File: config.mk
export PLATFORM = sky130hd
export DESIGN_NAME = cmplx_acc
export DESIGN_NICKNAME = d
export VERILOG_FILES = /design/src/rtl/cmplx_acc_pkg.sv /design/src/rtl/cmplx_acc_add.sv /design/src/rtl/cmplx_acc.sv
export SDC_FILE = /design/constraint.sdc
export NUM_CORES = 1
export LEC_CHECK = 0
export CAP_MARGIN = 20
export CELL_PAD_IN_SITES_DETAIL_PLACEMENT = 1
export CELL_PAD_IN_SITES_GLOBAL_PLACEMENT = 1
export CORE_AREA = 2 2 175 125
export CTS_CLUSTER_SIZE = 8
export DETAILED_ROUTE_END_ITERATION = 6
export DIE_AREA = 0 0 177 127
export PLACE_DENSITY = 0.93
export SLEW_MARGIN = 5
export SYNTH_ARGS = -nofsm -noshare
export SYNTH_HDL_FRONTEND = slang
export SYNTH_SLANG_ARGS = --single-unit
File: constraint.sdc
create_clock -name clock -period 4.9 [get_ports clock]
set_input_delay 0.735 -clock clock [delete_from_list [all_inputs] [get_ports clock]]
set_output_delay 0.735 -clock clock [all_outputs]
set_load 0.02 [all_outputs]
File: src/rtl/cmplx_acc_pkg.sv
// Shared definitions for the complex accumulator: state encoding, lane
// field positions and the per-lane signed overflow helper.
package cmplx_acc_pkg;

  localparam int LANE_W = 32;
  localparam int DATA_W = 64;
  localparam int RE_HI  = 63;
  localparam int RE_LO  = 32;
  localparam int IM_HI  = 31;
  localparam int IM_LO  = 0;

  typedef enum logic [1:0] {
    ST_IDLE = 2'd0,
    ST_ACC  = 2'd1,
    ST_DONE = 2'd2
  } state_t;

  // Two's complement overflow: equal operand signs, result sign differs.
  function automatic logic lane_ovf(input logic [LANE_W-1:0] a,
                                    input logic [LANE_W-1:0] b,
                                    input logic [LANE_W-1:0] s);
    return (a[LANE_W-1] == b[LANE_W-1]) && (s[LANE_W-1] != a[LANE_W-1]);
  endfunction

endpackage

File: src/rtl/cmplx_acc_add.sv
// Combinational two-lane adder: real and imaginary 32-bit lanes are added
// independently with wrap-around; each lane reports its own overflow.
module cmplx_add
  import cmplx_acc_pkg::*;
(
  input  logic [DATA_W-1:0] a,
  input  logic [DATA_W-1:0] b,
  output logic [DATA_W-1:0] sum,
  output logic              ovf_re,
  output logic              ovf_im
);

  logic [LANE_W-1:0] re_sum_s;
  logic [LANE_W-1:0] im_sum_s;

  // Lane sums and overflow flags.
  always_comb begin
    re_sum_s = a[RE_HI:RE_LO] + b[RE_HI:RE_LO];
    im_sum_s = a[IM_HI:IM_LO] + b[IM_HI:IM_LO];
    sum      = {re_sum_s, im_sum_s};
    ovf_re   = lane_ovf(a[RE_HI:RE_LO], b[RE_HI:RE_LO], re_sum_s);
    ovf_im   = lane_ovf(a[IM_HI:IM_LO], b[IM_HI:IM_LO], im_sum_s);
  end

endmodule

File: src/rtl/cmplx_acc.sv
// Complex accumulator: sums len complex terms (one per valid cycle) and
// presents the packed result with a sticky signed-overflow flag.
module cmplx_acc
  import cmplx_acc_pkg::*;
#(
  parameter int LEN_W = 8
) (
  input  logic              clock,
  input  logic              reset,
  input  logic              start,
  input  logic [LEN_W-1:0]  len,
  input  logic              in_valid,
  input  logic [DATA_W-1:0] in_data,
  input  logic              out_ready,
  output logic              busy,
  output logic              out_valid,
  output logic [DATA_W-1:0] out_data,
  output logic              ovf
);

  localparam logic [LEN_W-1:0] CNT_ZERO = {LEN_W{1'b0}};
  localparam logic [LEN_W-1:0] CNT_ONE  = {{(LEN_W-1){1'b0}}, 1'b1};

  state_t            state_r,     state_nxt_s;
  logic [DATA_W-1:0] acc_r,       acc_nxt_s;
  logic [LEN_W-1:0]  cnt_r,       cnt_nxt_s;
  logic              ovf_r,       ovf_nxt_s;
  logic              out_valid_r, out_valid_nxt_s;
  logic [DATA_W-1:0] out_data_r,  out_data_nxt_s;
  logic              busy_r,      busy_nxt_s;

  logic [DATA_W-1:0] sum_s;
  logic              ovf_re_s;
  logic              ovf_im_s;

  cmplx_add u_add (
    .a      (acc_r),
    .b      (in_data),
    .sum    (sum_s),
    .ovf_re (ovf_re_s),
    .ovf_im (ovf_im_s)
  );

  // Next-state and next-register values; everything holds by default.
  always_comb begin
    state_nxt_s     = state_r;
    acc_nxt_s       = acc_r;
    cnt_nxt_s       = cnt_r;
    ovf_nxt_s       = ovf_r;
    out_valid_nxt_s = out_valid_r;
    out_data_nxt_s  = out_data_r;
    case (state_r)
      ST_IDLE: begin
        if (start) begin
          acc_nxt_s      = {DATA_W{1'b0}};
          ovf_nxt_s      = 1'b0;
          out_data_nxt_s = {DATA_W{1'b0}};
          if (len != CNT_ZERO) begin
            cnt_nxt_s   = len;
            state_nxt_s = ST_ACC;
          end else begin
            // Empty job: result of zero is ready immediately.
            cnt_nxt_s       = CNT_ZERO;
            out_valid_nxt_s = 1'b1;
            state_nxt_s     = ST_DONE;
          end
        end else begin
          state_nxt_s = ST_IDLE;
        end
      end
      ST_ACC: begin
        if (in_valid) begin
          acc_nxt_s = sum_s;
          cnt_nxt_s = cnt_r - CNT_ONE;
          ovf_nxt_s = ovf_r | ovf_re_s | ovf_im_s;
          if (cnt_r == CNT_ONE) begin
            out_data_nxt_s  = sum_s;
            out_valid_nxt_s = 1'b1;
            state_nxt_s     = ST_DONE;
          end else begin
            state_nxt_s = ST_ACC;
          end
        end else begin
          state_nxt_s = ST_ACC;
        end
      end
      ST_DONE: begin
        if (out_ready) begin
          out_valid_nxt_s = 1'b0;
          state_nxt_s     = ST_IDLE;
        end else begin
          state_nxt_s = ST_DONE;
        end
      end
      default: begin
        state_nxt_s     = ST_IDLE;
        acc_nxt_s       = {DATA_W{1'b0}};
        cnt_nxt_s       = CNT_ZERO;
        ovf_nxt_s       = 1'b0;
        out_valid_nxt_s = 1'b0;
        out_data_nxt_s  = {DATA_W{1'b0}};
      end
    endcase
    busy_nxt_s = (state_nxt_s == ST_ACC) || (state_nxt_s == ST_DONE);
  end

  // State and datapath registers with synchronous active-low reset.
  always_ff @(posedge clock) begin
    if (!reset) begin
      state_r     <= ST_IDLE;
      acc_r       <= {DATA_W{1'b0}};
      cnt_r       <= CNT_ZERO;
      ovf_r       <= 1'b0;
      out_valid_r <= 1'b0;
      out_data_r  <= {DATA_W{1'b0}};
      busy_r      <= 1'b0;
    end else begin
      state_r     <= state_nxt_s;
      acc_r       <= acc_nxt_s;
      cnt_r       <= cnt_nxt_s;
      ovf_r       <= ovf_nxt_s;
      out_valid_r <= out_valid_nxt_s;
      out_data_r  <= out_data_nxt_s;
      busy_r      <= busy_nxt_s;
    end
  end

  assign busy      = busy_r;
  assign out_valid = out_valid_r;
  assign out_data  = out_data_r;
  assign ovf       = ovf_r;

endmodule

==> summary.txt, run 1 <==
Clock network
  – CTS resizes: 0
  – Clk Latency, worst-skew pair: 430 ps
  – Root Driver: clkbuf_16
  – CTS HTree Levels: 4
  – Reg clk slew, reported paths: 60 ps
  – Post-CTS Hold Buffers: 0
  – CTS tree: built
  – Clock sink total: 141
  – Num CTS Buffers: 17
  – Clk buf depth: 2
  – Setup Fix Bufs, Post-CTS: 0

STA
  – # setup viols final: 0
  – RSZ-0062 raised after global routing: no
  – Slew headroom: 0.2973
  – Pins Over Slew Limit: 0
  – Clk_skew: 7.875 ps
  – Total negative slack: 0 ps
  – Fmax achieved: 0.2574 GHz
  – Fin crit period: 3885 ps
  – Worst-Margin Slew: 1054 ps
  – Hold Fails Final Rpt: 0
  – Final worst setup slack: 1015 ps
  – Fin crit share: 0.7928

Pwr
  – Switch share: 0.3257
  – Max VDD drop: 0.0002146 V
  – Leak pwr: 4.495 nW
  – Combinational Power Share: 0.265
  – Reg power frac: 0.349
  – Internal Power: 2.460 mW
  – Psw: 1.188 mW
  – Clock network power share: 0.386
  – PwrDens: 329.7 mW/mm2

Detailed routing
  – Initial drt markers: 706
  – Pre-antenna DRT Iters: 5
  – # DRC: 0
  – Final antenna-violating net count: 0
  – Vias per cell: 6.047
  – DRT Wirelength: 32.01 mm
  – DR vias: 9179
  – Post-DR wirelength/cell: 21.08 um

Layout
  – Leading cell types in the layout, fill and taps excluded: clkdlybuf4s50_1, dfxtp_1, nand2_1, nor2_1, a21oi_1
  – Antenna Cells: 0
  – Share of cells above drive strength 1: 0.05797
  – Syn-to-layout area delta: 25.13%
  – Final Util: 0.5360
  – Most common cell after layout, fill and taps aside: clkdlybuf4s50_1
  – Post-route cell area: 0.01107 mm2
  – Nets@finish: 1372

Synthesis
  – Post-synth top area share: 0.3192
  – Yosys cell types: 78
  – Syn_nets: 1264
  – Avg Inst Size Synth: 7.889 um2
  – Mapped Area: 0.008843 mm2
  – Area leader, netlist: dfxtp_1
  – Post-synth EDFFs: 0
  – #FFs+latches synth: 141
  – Cells after synthesis: 1121
  – Ys Warns: 0
  – Sequential area share after synthesis: 0.3192
  – Synth area leaders: dfxtp_1, ha_1, a21oi_1
  – Primary FF master, synth: dfxtp_1
  – Asr flop ratio synth: 0

Floorplanning
  – Die Y: 127 um
  – Initial Util: 0.4284
  – Core Box Area: 0.02064 mm2
  – Row count: 44
  – Die span in x: 177 um
  – Number of I/O pins: 144
  – Die area: 0.02248 mm2

Worst setup path
  – Worst Path Arrival: 4200 ps
  – WP data required: 5220 ps
  – Type of the worst setup path: in2reg
  – Crit Path Max Fanout: 4
  – Critical Path End Type: flip-flop
  – Reg2Reg Setup Slack: 1450 ps
  – Critical Path Start Type: input port

Global routing
  – Vias in the first global route: 9427
  – First-pass GRT wire length: 50.68 mm
  – Largest net degree at the start of global routing: 97
  – Total grt overflow: 0
  – Initial antenna violation count: 0
  – Gr usage total: 0.2846

Run
  – Max Cap Viol: 0

Placement
  – Pre-CTS WS: 681.3 ps
  – Post-DP HPWL: 22.25 mm
  – Buffers added on ports: 143
  – GP Congestion: 0.8866
  – Area post-placement: 0.01044 mm2

Worst hold path
  – Worst min-delay path class: reg2reg

Outcome
  – Status: finished clean
## power by group through the flow
stage / Sequential (mW) / Clock, mW / Combinational (mW)
4_1_cts: 1.27 / 1.42 / 0.955
2_1_floorplan: 1.31 / 0 / 0.583
6_report: 1.27 / 1.41 / 0.967
3_3_place_gp: 1.29 / 0 / 0.906
5_1_grt: 1.28 / 1.48 / 1.05
3_5_place_dp: 1.29 / 0 / 0.937
## state kept, by name, indices dropped and copies added (netlist names)
| register | flops |
|---|---|
| out_valid | 1 |
| ovf | 1 |
| acc_r | 64 |
| state_r | 2 |
| busy | 1 |
| out_data | 64 |
| cnt_r | 8 |
## final timing paths
kind | from | end | depth (start not counted)
setup reg to reg | acc_r[0] | out_data[28] | 12
hold reg to reg | out_data[54] | out_data[54] | 2
setup / recovery | in_data[0] | out_data[28] | 13
hold / removal | out_data[54] | out_data[54] | 2
## cell usage after synthesis (21+ instances only)
cell / instances
nor3_1: 21
nor2_1: 134
nand3_1: 50
xnor2_1: 39
clkbuf_1: 53
o21ai_0: 26
a21oi_1: 130
dfxtp_1: 141
a21o_1: 36
nand2_1: 140
ha_1: 64
a22oi_1: 40
## layout make-up
cell class	instances	area, um2
fillers	2504	9579
multi-input cells	895	5668
flip-flops and latches	141	2823
repair buffers	157	1536
clock buffers	22	464.2
well taps	276	345.3
clock inverters	10	162.7
inverters	17	66.31
## routing by layer
layer | track usage | share of wire
met4 | 0.08751 | 0.021
met3 | 0.05506 | 0.066
met5 | 0 | 0
met2 | 0.4564 | 0.45
met1 | 0.3873 | 0.46
## kinds of logic after synthesis
group | share of synthesized area
flops | 0.3192
simple gates | 0.2146
fa+ha+maj | 0.09508
xor+xnor | 0.05348
compound gates | 0.2700
mux | 0.006366
buf+inv | 0.04131
## worst max-delay path, cell delays in order
cell,delay (ps)
clkdlybuf4s50_1,470
ha_1,190
inv_1,80
fa_1,380
and2b_1,260
o2111ai_1,150
a31oi_1,430
a21oi_1,250
o311a_1,420
nor3_2,260
a31oi_1,200
xnor2_1,170
a32o_1,220
## per-stage QoR
step	power [mW]	std cells	hold WS [ps]
2_1_floorplan	1.893	1121	440.0
3_3_place_gp	2.195	1486	440.9
3_5_place_dp	2.231	1486	445.7
4_1_cts	3.641	1518	453.6
5_1_grt	3.801	1518	482.8
6_report	3.648	1518	450.4
Power figures use the tool's default switching activity.
==> run 2, diff against run 1 <==
Settings changed: CORE_AREA 2 2 175 125 to 2 2 181 130, DIE_AREA 0 0 177 127 to 0 0 183 132, PLACE_DENSITY 0.93 to 0.88.
Clock period 4.9 ns to 4 ns, I/O delays scaled along.
==> summary.txt, run 2 (same netlist as run 1, synthesis figures left out) <==
Worst setup path
  – WP data required: 4330 ps (was 5220 ps)
  – WP buf/inv: 2 (unchanged)
  – Slowest cell delay on critical path: 480 ps (was 470 ps)
  – Critical Path Start Type: input port (unchanged)
  – Slowest CP cell: clkdlybuf4s50_1 (unchanged)
  – Most frequent CP cell: a31oi_1 (unchanged)
  – Worst Path Arrival: 3890 ps (was 4200 ps)
  – Top Family by Delay on Critical Path: compound AO/OA/AOI/OAI gates (unchanged)
  – Crit Path Max Fanout: 3 (was 4)
  – Crit path cell chain: clkdlybuf4s50_1, ha_1, inv_1, fa_1, and2b_1, o2111ai_1, a31oi_1, a21oi_1, o311a_1, nor3_2, a31oi_1, xnor2_1, a32o_1 (unchanged)
  – Reg2Reg Setup Slack: 760 ps (was 1450 ps)
  – Critical Path End Type: flip-flop (unchanged)
  – Type of the worst setup path: in2reg (unchanged)

Floorplanning
  – Core Box Area: 0.02233 mm2 (was 0.02064 mm2)
  – Number of I/O pins: 144 (unchanged)
  – Die area: 0.02416 mm2 (was 0.02248 mm2)
  – Die Y: 132 um (was 127 um)
  – Row count: 46 (was 44)
  – Initial Util: 0.3960 (was 0.4284)
  – Die span in x: 183 um (was 177 um)

Clock network
  – Reg clk slew, reported paths: 60 ps (about the same)
  – Clk buf depth: 2 (unchanged)
  – Num CTS Buffers: 17 (unchanged)
  – Post-CTS Hold Buffers: 0 (unchanged)
  – Clock sink total: 141 (unchanged)
  – Root Driver: clkbuf_16 (unchanged)
  – CTS resizes: 0 (unchanged)
  – Clk Latency, worst-skew pair: 430 ps (about the same)
  – CTS HTree Levels: 4 (unchanged)
  – Setup Fix Bufs, Post-CTS: 0 (unchanged)
  – CTS tree: built (unchanged)

Global routing
  – Total grt overflow: 0 (unchanged)
  – Largest net degree at the start of global routing: 48 (was 97)
  – Vias in the first global route: 9344 (was 9427)
  – First-pass GRT wire length: 50.79 mm (was 50.68 mm)
  – Gr usage total: 0.2637 (was 0.2846)
  – Initial antenna violation count: 2 (was 0)

STA
  – RSZ-0062 raised after global routing: no (unchanged)
  – Worst-Margin Slew: 1134 ps (was 1054 ps)
  – Slew headroom: 0.2411 (was 0.2973)
  – Hold Fails Final Rpt: 0 (unchanged)
  – Pins Over Slew Limit: 0 (unchanged)
  – Fmax achieved: 0.2809 GHz
  – Total negative slack: 0 ps (unchanged)
  – Fin crit share: 0.8900
  – Fin crit period: 3560 ps
  – Clk_skew: 9.532 ps (was 7.875 ps)
  – # setup viols final: 0 (unchanged)

Layout
  – Most common cell after layout, fill and taps aside: clkdlybuf4s50_1 (unchanged)
  – Leading cell types in the layout, fill and taps excluded: clkdlybuf4s50_1, dfxtp_1, nand2_1, nor2_1, a21oi_1 (unchanged)
  – Fill cells: 2686 (was 2504)
  – Nets@finish: 1378 (was 1372)
  – Post-route cell area: 0.01110 mm2 (was 0.01107 mm2)
  – Share of cells above drive strength 1: 0.06335 (was 0.05797)
  – Syn-to-layout area delta: 25.54% (was 25.13%)
  – Antenna Cells: 0 (unchanged)

Detailed routing
  – Post-DR wirelength/cell: 20.74 um (was 21.08 um)
  – Initial drt markers: 714 (was 706)
  – DRT Wirelength: 31.84 mm (was 32.01 mm)
  – Pre-antenna DRT Iters: 5 (unchanged)
  – Final antenna-violating net count: 0 (unchanged)
  – # DRC: 0 (unchanged)
  – Vias per cell: 5.940 (was 6.047)
  – DR vias: 9118 (was 9179)

Placement
  – Area post-placement: 0.01050 mm2 (was 0.01044 mm2)
  – Buffers added on ports: 143 (unchanged)
  – Post-DP HPWL: 22.96 mm (was 22.25 mm)
  – GP Congestion: 0.8951 (was 0.8866)

Run
  – Max Cap Viol: 0 (unchanged)

Pwr
  – Max VDD drop: 0.0003207 V (was 0.0002146 V)
  – Leak pwr: 4.502 nW (was 4.495 nW)
  – Tot Pwr: 4.416 mW (was 3.648 mW)
  – PwrDens: 397.7 mW/mm2 (was 329.7 mW/mm2)

Outcome
  – Status: finished clean (unchanged)

Worst hold path
  – Worst min-delay path class: reg2reg (unchanged)
run 2: layer usage:
layer	global-route usage	up-vias	wire length [um]
li1	-	4302	-
met1	0.3707	4478	15160
met2	0.4080	288	13960
met3	0.06215	48	2219
met4	0.06222	2	489
met5	0	-	12
run 2: area by class of cell:
type	count	area, um2	area share
multi-input cells	895	5673	0.5110
flip-flops and latches	141	2823	0.2543
repair buffers	163	1582	0.1425
clock buffers	20	456.7	0.04114
well taps	288	360.3	0.03246
clock inverters	11	142.6	0.01285
inverters	17	65.06	0.005860
run 2: worst register-to-register path, cell delays in order (launching register included):
cell and delay (ps):
dfxtp_1 330, ha_1 200, inv_1 80, fa_1 400
and2b_1 280, o2111ai_1 170, a31oi_1 300, a21oi_1 180
o311a_1 390, nor3_2 250, a31oi_1 170, xnor2_1 160
a32o_1 210
run 2: power by group:
group	internal, mW	leakage [nW]	switching (mW)
Clock	1.01	0.280	0.658
Sequential	1.49	1.14	0.0659
Combinational	0.452	3.08	0.743
Total	2.95	4.50	1.47
run 2: metrics by stage:
step           hold slack, ps  worst slack [ps]  std cells  utilization
2_1_floorplan           440.0             859.8       1121            -
3_3_place_gp            440.2             246.5       1504       0.4703
6_report                455.6             440.1       1535       0.4971
4_1_cts                 457.2             478.3       1535       0.4971
3_5_place_dp            448.9             153.7       1504       0.4703
5_1_grt                 482.4             321.5       1535       0.4971
run 2: worst paths after layout:
path,depth (start not counted),endpoint,startpoint
worst max-delay path,13,out_data[28],in_data[0]
worst min-delay path,2,out_data[23],out_data[23]
worst max register to register,12,out_data[28],acc_r[0]
worst min register to register,2,out_data[23],out_data[23]
